[src/rtl/bram_s16_bit_reader_pkg.sv]
// Shared definitions for the bit-serial block-RAM reader: FSM states and word/counter widths.
package bram_s16_bit_reader_pkg;

    localparam int unsigned WORD_W    = 16;
    localparam int unsigned BIT_CNT_W = 4;

    typedef enum logic [1:0] {
        ST_IDLE,
        ST_FETCH,
        ST_LOAD,
        ST_STREAM
    } state_t;

endpackage

[src/rtl/bram_s16_bit_reader_word_shifter.sv]
// 16-bit load/shift-right register with a bit counter; 'last' flags the 16th bit of a word.
module bram_word_shifter
    import bram_s16_bit_reader_pkg::*;
(
    input  logic              clk,
    input  logic              rst_n,
    input  logic              load,
    input  logic              shift,
    input  logic [WORD_W-1:0] din,
    output logic              bit_out,
    output logic              last
);

    logic [WORD_W-1:0]    word;
    logic [BIT_CNT_W-1:0] bit_cnt;

    always_ff @(posedge clk or negedge rst_n) begin
        if (!rst_n) begin
            word    <= '0;
            bit_cnt <= '0;
        end else if (load) begin
            word    <= din;
            bit_cnt <= '0;
        end else if (shift) begin
            word    <= {1'b0, word[WORD_W-1:1]};
            bit_cnt <= bit_cnt + BIT_CNT_W'(1);
        end
    end

    assign bit_out = word[0];
    assign last    = &bit_cnt;

endmodule

[src/rtl/bram_s16_bit_reader.sv]
// Bit-serial drain of a 16-bit BRAM read port, LSB first, gapless across words.
// Optional BRAM_BIT_READER_LOOP_EN: restart at the captured address after every pass until ABORT.
module bram_s16_bit_reader
    import bram_s16_bit_reader_pkg::*;
#(
    parameter int unsigned ADDR_W = 8,
    parameter int unsigned DATA_W = 16
) (
    input  logic              CLK,
    input  logic              RST_N,
    input  logic              START,
    input  logic [ADDR_W-1:0] START_ADDR,
    input  logic [ADDR_W:0]   NUM_WORDS,
    input  logic              ABORT,
    output logic              RAM_EN,
    output logic [ADDR_W-1:0] RAM_ADDR,
    input  logic [DATA_W-1:0] RAM_DO,
    output logic              BIT_OUT,
    output logic              BIT_VALID,
    input  logic              BIT_READY,
    output logic              BUSY,
    output logic              DONE
);

    localparam int unsigned CNT_W = ADDR_W + 1;

    if (DATA_W != WORD_W) begin : g_bad_width
        $error("bram_s16_bit_reader: DATA_W must be 16");
    end

    state_t            state;
    logic [ADDR_W-1:0] start_addr_q;
    logic [CNT_W-1:0]  num_words_q;
    logic [CNT_W-1:0]  words_left;
    logic              beat;
    logic              last_bit;
    logic              shift_load;
    logic              shift_en;

    assign beat       = BIT_VALID & BIT_READY;
    // Reload from the prefetched RAM_DO on the 16th beat keeps the stream gapless.
    assign shift_load = (state == ST_LOAD) ||
                        ((state == ST_STREAM) && beat && last_bit && (words_left != '0));
    assign shift_en   = (state == ST_STREAM) && beat;
    assign BUSY       = (state != ST_IDLE);

    bram_word_shifter u_shifter (
        .clk     (CLK),
        .rst_n   (RST_N),
        .load    (shift_load),
        .shift   (shift_en),
        .din     (RAM_DO),
        .bit_out (BIT_OUT),
        .last    (last_bit)
    );

    always_ff @(posedge CLK or negedge RST_N) begin
        if (!RST_N) begin
            state        <= ST_IDLE;
            RAM_EN       <= 1'b0;
            RAM_ADDR     <= '0;
            BIT_VALID    <= 1'b0;
            DONE         <= 1'b0;
            start_addr_q <= '0;
            num_words_q  <= '0;
            words_left   <= '0;
        end else begin
            RAM_EN <= 1'b0;
            DONE   <= 1'b0;
            case (state)
                ST_IDLE: begin
                    if (START && !ABORT) begin
                        if (NUM_WORDS == '0) begin
                            DONE <= 1'b1;
                        end else begin
                            state        <= ST_FETCH;
                            RAM_EN       <= 1'b1;
                            RAM_ADDR     <= START_ADDR;
                            start_addr_q <= START_ADDR;
                            num_words_q  <= NUM_WORDS;
                        end
                    end
                end
                ST_FETCH: begin
                    state <= ST_LOAD;
                end
                ST_LOAD: begin
                    state      <= ST_STREAM;
                    BIT_VALID  <= 1'b1;
                    words_left <= num_words_q - CNT_W'(1);
                    if (num_words_q != CNT_W'(1)) begin
                        RAM_EN   <= 1'b1;
                        RAM_ADDR <= start_addr_q + ADDR_W'(1);
                    end
                end
                ST_STREAM: begin
                    if (beat && last_bit) begin
                        if (words_left != '0) begin
                            words_left <= words_left - CNT_W'(1);
                            if (words_left != CNT_W'(1)) begin
                                RAM_EN   <= 1'b1;
                                RAM_ADDR <= RAM_ADDR + ADDR_W'(1);
                            end
                        end else begin
                            BIT_VALID <= 1'b0;
                            DONE      <= 1'b1;
`ifdef BRAM_BIT_READER_LOOP_EN
                            state    <= ST_FETCH;
                            RAM_EN   <= 1'b1;
                            RAM_ADDR <= start_addr_q;
`else
                            state <= ST_IDLE;
`endif
                        end
                    end
                end
                default: state <= ST_IDLE;
            endcase
            // ABORT overrides whatever the state logic scheduled this cycle.
            if (ABORT && (state != ST_IDLE)) begin
                state     <= ST_IDLE;
                BIT_VALID <= 1'b0;
                RAM_EN    <= 1'b0;
                DONE      <= 1'b0;
            end
        end
    end

endmodule

[config.mk]
export PLATFORM = sky130hd
export DESIGN_NAME = bram_s16_bit_reader
export DESIGN_NICKNAME = d
export VERILOG_FILES = /design/src/rtl/bram_s16_bit_reader_pkg.sv /design/src/rtl/bram_s16_bit_reader_word_shifter.sv /design/src/rtl/bram_s16_bit_reader.sv
export SDC_FILE = /design/constraint.sdc
export NUM_CORES = 1
export LEC_CHECK = 0
export BUFFER_PORTS_ARGS = -buffer_cell sky130_fd_sc_hd__buf_2
export CAP_MARGIN = 5
export CORE_MARGIN = 4
export CORE_UTILIZATION = 55
export DETAILED_ROUTE_END_ITERATION = 7
export GPL_TIMING_DRIVEN = 0
export PLACE_DENSITY = 0.88
export SYNTH_ARGS = -nofsm -noshare
export SYNTH_HDL_FRONTEND = slang
export SYNTH_SLANG_ARGS = --single-unit
[constraint.sdc]
create_clock -name CLK -period 3.2 [get_ports CLK]
set_input_delay 0.48 -clock CLK [delete_from_list [all_inputs] [get_ports CLK]]
set_output_delay 0.48 -clock CLK [all_outputs]
set_load 0.005 [all_outputs]
# After elaboration in Yosys (flattened, before gate mapping)
# Index checks and enable logic that the tools add are counted.
[word_totals]
ff_bits = 59
latch_bits = 0
ramBits = 0
rom_bits = 0
wordCells = 92
mem_count = 0
[classes]
add_sub_neg = 5
multipliers = 0
n_div = 0
n_lt_le_gt_ge = 0
eq_ne = 15
shift = 0
muxes = 38
n_bitwise = 2
n_reduce_logical = 22
[op_table]
columns = ["op", "n"]
rows = [
  ["2-to-1 mux 8 bit", 6],
  ["2-to-1 mux 16 bit", 2],
  ["one-hot mux 8 bit (3 select lines)", 1],
  ["2-to-1 mux 9 bit", 2],
  ["!= test 9 x 1 -> 1 bit (second input constant)", 2],
  ["one-hot mux 9 bit (2 select lines)", 1],
  ["subtractor 9 x 1 -> 9 bit (second input constant)", 2],
  ["adder 8 x 1 -> 8 bit (second input constant)", 2],
  ["2-to-1 mux 1 bit", 15],
  ["2-to-1 mux 2 bit", 5],
  ["logical NOT 9 bit", 1],
  ["AND reduction 3 bit", 3],
  ["nonzero test 9 bit", 1],
  ["2-to-1 mux 4 bit", 2],
  ["!= test 2 x 1 -> 1 bit (second input constant)", 4],
  ["one-hot mux 2 bit (4 select lines)", 1],
  ["AND reduction 4 bit", 2],
  ["AND reduction 7 bit", 1],
  ["logical AND 1 bit", 6],
  ["!= test 3 bit (second input constant)", 2],
  ["nonzero test 2 bit", 3],
  ["nonzero test 3 bit", 2],
  ["adder 4 x 1 -> 4 bit (second input constant)", 1],
  ["equality test 2 bit (second input constant)", 2],
  ["other kinds (11)", 13],
]

# Logic depth before layout (Yosys ltp)
[logic_depth]
depth_word = 6
ltp_mapped = 11
mapped_depth_nobuf = 8

# By module
# A second synthesis with hierarchy kept.
[unflattened]
cells_unflattened = 350
hier_area_um2 = 3490.8
[modules_own_cells]
columns = ["module", "n_inst", "cells_each", "area_per_inst_um2", "seq_area_each_um2"]
rows = [
  ["bram_s16_bit_reader", 1, 263, 2552.4, 975.9],
  ["bram_word_shifter", 1, 87, 938.4, 500.5],
]

# Least setup slack after synthesis
# Ideal clock, no wire load.
[synth_timing]
kind = "flip-flop to flip-flop"
from = "register state[0]"
to = "register RAM_ADDR[6]"
setup_ns = 0.149
arrival_ns = 2.356
slack_ns = 0.694
stages_incl_launch_ff = 12
n_path_buf = 3
period_less_slack_ns = 2.506
path_cell_list = "dfrtp_1 ha_1 buf_2 buf_6 buf_4 mux2_2 ha_1 nand4_1 a22oi_1 nor2_1 a2111oi_0 a221oi_2"
[synth_between]
elab_chain_cells = 3
[synth_rtl]
columns = ["item", "line_no", "rtl"]
rows = [
  ["start: declaration", "bram_s16_bit_reader.sv:31", "state_t state;"],
  ["start signal: assignment", "bram_s16_bit_reader.sv:59", "state <= ST_IDLE;"],
  ["start signal: assignment", "bram_s16_bit_reader.sv:76", "state <= ST_FETCH;"],
  ["start signal: assignment", "bram_s16_bit_reader.sv:85", "state <= ST_LOAD;"],
  ["equality test 2 bit or logical NOT 2 bit (tied branches)", "bram_s16_bit_reader.sv:70", "case (state)"],
  ["!= test 2 x 1 -> 1 bit (no source line) (tied with other cells)", "n/a", ""],
  ["AND reduction 7 bit (no source line)", "n/a", ""],
  ["end signal: assignment", "bram_s16_bit_reader.sv:93", "RAM_ADDR <= start_addr_q + ADDR_W'(1);"],
  ["end signal: assignment", "bram_s16_bit_reader.sv:102", "RAM_ADDR <= RAM_ADDR + ADDR_W'(1);"],
  ["end: declaration", "bram_s16_bit_reader.sv:16", "output logic [ADDR_W-1:0] RAM_ADDR,"],
]
# Several ways; a longest one is shown, not always the timed one.
# A chain may end at the register's enable or synchronous reset.

# Final worst setup path
# Same ends and word-level chain as after synthesis.

==> out/metrics.yaml <==
sta:
  finalCritPeriodShare: 0.905
  worst_slew_pin_slew_ns: 0.764
  layout_setup_ws_ns: 0.303
  grt_setup_unrepaired: "false"
  finalCriticalPeriod_ns: 2.90
  slew_viol_final: 0
  finalClockSkew_ns: 0.0127
  hold_viol: 0
  fin_setup_tns_ns: 0
  whs_ns: 0.177
  finalSetupViolations: 0
  fmax_mhz: 345
  max_slew_margin: 0.491
synth:
  synth_async_sr_flop_share: 1.00
  synth_top_area_cell: "dfrtp_1"
  synth.area.top_cells: "dfrtp_1 43%, nand2_1 6.8%, mux2_1 4.9%, ha_1 4.0%, nor2_1 3.5%"
  postSynthRegisterBits: 59
  yosysUniqueCellTypes: 63
  syn_area_per_cell_um2: 9.23
  syn-num-nets: 421
  yosysWarnings: 0
  seq_area_frac_synth: 0.430
  synth_commonest_cells: "62 x nand2_1, 59 x dfrtp_1, 32 x nor2_1, 16 x a31oi_1"
  synth_edf_count: 0
  syn_area_mm2: 0.00343
  yosys_most_used_dff: "dfrtp_1"
  yosysTopAreaCellShare: 0.430
  syn_inst: 372
  yosysMostFrequentCell: "nand2_1"
critical_path:
  cp_data_arrival_time_ns: 3.10
  crit_buf_inv: 3
  r2r_slack_ns: 0.30
  crit_chain: "ha_1 > buf_2 > buf_6 > buf_4 > mux2_2 > ha_1 > nand4_1 > a22oi_1 > nor2_1 > a2111oi_1 > a221oi_2"
  cp_top_family: "compound AO/OA/AOI/OAI gates"
  r2r-start: "state[0]"
  r2r_end: "RAM_ADDR[6]"
  critPathMostFrequentCell: "ha_1"
  ff2ff_path_depth: 11
  end_kind: "flop"
  crit_required_ns: 3.40
  setup.worst_path.start_class: "flop"
  crit_path_max_fanout: 10
  critPathSlowestCell: "a2111oi_1"
  max_stage_delay_ns: 0.44
  criticalPathCategory: "flop to flop"
run_status:
  status: "finished clean"
clock_network:
  cts-root-buf: "clkbuf_8"
  htreeDepth: 3
  clk_pin_slew_ns: 0.07
  clockBufferDepth: 2
  cts_made_buffers: 9
  clk_latency_ns: 0.35
  tritoncts: "yes"
  clock-sinks: 59
  holdBufCountCts: 0
floorplan:
  ioPinCount: 51
  core_mm2: 0.00599
  dieWidth_um: 87.0
  die_area_mm2: 0.00757
  fp-row-count: 28
  die_h_um: 87.0
  start_util: 0.573
job:
  maxCapViolCount: 0
pwr:
  p_leak_uw: 0.00176
  p_per_area_mw_per_mm2: 939
  vdd_drop_max_v: 0.000523
detailed_routing:
  drc: 0
  ant_nets: 0
  drt_iter0_drc: 319
  wl_per_cell_um: 16.8
  via_per_inst: 6.11
  first_pass_iters: 5
  vias: 3126
  wl_mm: 8.60
layout:
  fin_nets: 482
  post-route-util: 0.661
  drive_gt1_frac: 0.208
  area.growth.synth_to_final_pct: 15.3
  diodes: 0
  final_area_mm2: 0.00396
global_routing:
  grt_pass1_wl_mm: 14.5
  first_global_vias: 3001
  grt_max_degree: 60
  grt_use_total: 0.242
  antenna_found_initial: 0
  overflow: 0
placed_design:
  hpwl_mm: 6.16
  dpl-instance-area_mm2: 0.00378
  portBuffers: 50
  dp_slack_ns: 0.285
  gp_congestion: 0.903
worst_hold_path:
  hp-class: "input pin to asynchronous set/reset pin"
## cells by family (layout without fill, tap and decap cells)
logic type | count (synthesis) | count (layout) | share of synthesized area
xor+xnor | 15 | 15 | 0.0383
buf+inv | 31 | 96 | 0.0412
mux | 19 | 19 | 0.0616
flops | 59 | 59 | 0.430
fa+ha+maj | 11 | 11 | 0.0401
simple gates | 151 | 151 | 0.211
compound gates | 86 | 86 | 0.179
## layer usage
layer	wire length, um	track usage	share of wire	vias to the layer above
li1	-	-	-	1449
met1	3550	0.314	0.41	1511
met2	4190	0.395	0.49	149
met3	708	0.0530	0.082	17
met4	158	0.0935	0.018	0
met5	0	0	0	-
## report_power, final
part,internal (uW),total [uW],switching (uW)
logic,733,1640,906
registers,1100,1450,346
clock network,338,630,292
total,2170,3720,1540
## how the worst max path moves through the flow
stage | from | to | slack (ns) | depth (start not counted)
floorplan | state[0] | RAM_ADDR[6] | 0.69 | 11
global placement | state[0] | RAM_ADDR[6] | 0.41 | 11
detailed placement | state[0] | RAM_ADDR[6] | 0.29 | 11
CTS | state[0] | RAM_ADDR[6] | 0.29 | 11
global route | state[0] | RAM_ADDR[6] | 0.09 | 11
finish | state[0] | RAM_ADDR[6] | 0.30 | 11
## stage by stage
step                      total power [uW]  std cells
after floorplan                       2560        372
after global placement                2940        497
after detailed placement              3060        497
after CTS                             3700        512
after global routing                  3990        512
final                                 3720        512
## state kept, by name, summed over array words and instances, names as in the netlist
register / cells
u_shifter.word: 16
num_words_q: 9
words_left: 9
RAM_ADDR: 8
start_addr_q: 8
u_shifter.bit_cnt: 4
state: 2
BIT_VALID: 1
DONE: 1
RAM_EN: 1
## layout by cell type (no fill, tap or decap), types with 6 or more instances in the layout
master / n
xnor2_1: 7
xor2_1: 8
o21ai_0: 6
clkbuf_8: 12
clkbuf_1: 6
a31oi_1: 16
nor2_1: 32
ha_1: 11
nand3_1: 12
a21oi_1: 15
nor3_1: 7
dfrtp_1: 59
mux2_1: 15
buf_2: 54
o21ai_1: 6
nand2_1: 62
inv_1: 14
## what timing repair did
item	CTS	global route
buffers inserted	0	0
setup endpoints to repair	0	1
resized for setup	0	1
## final cells by class
type,count,area [um^2]
buffer,16,85.1
clock buffer,13,169
clock inverter,2,10.0
fill,479,2030
inverter,15,56.3
multi-input combinational,282,1820
sequential,59,1480
tap,75,93.8
timing repair buffer,50,253
No activity file was read; power rests on OpenSTA's default activity.
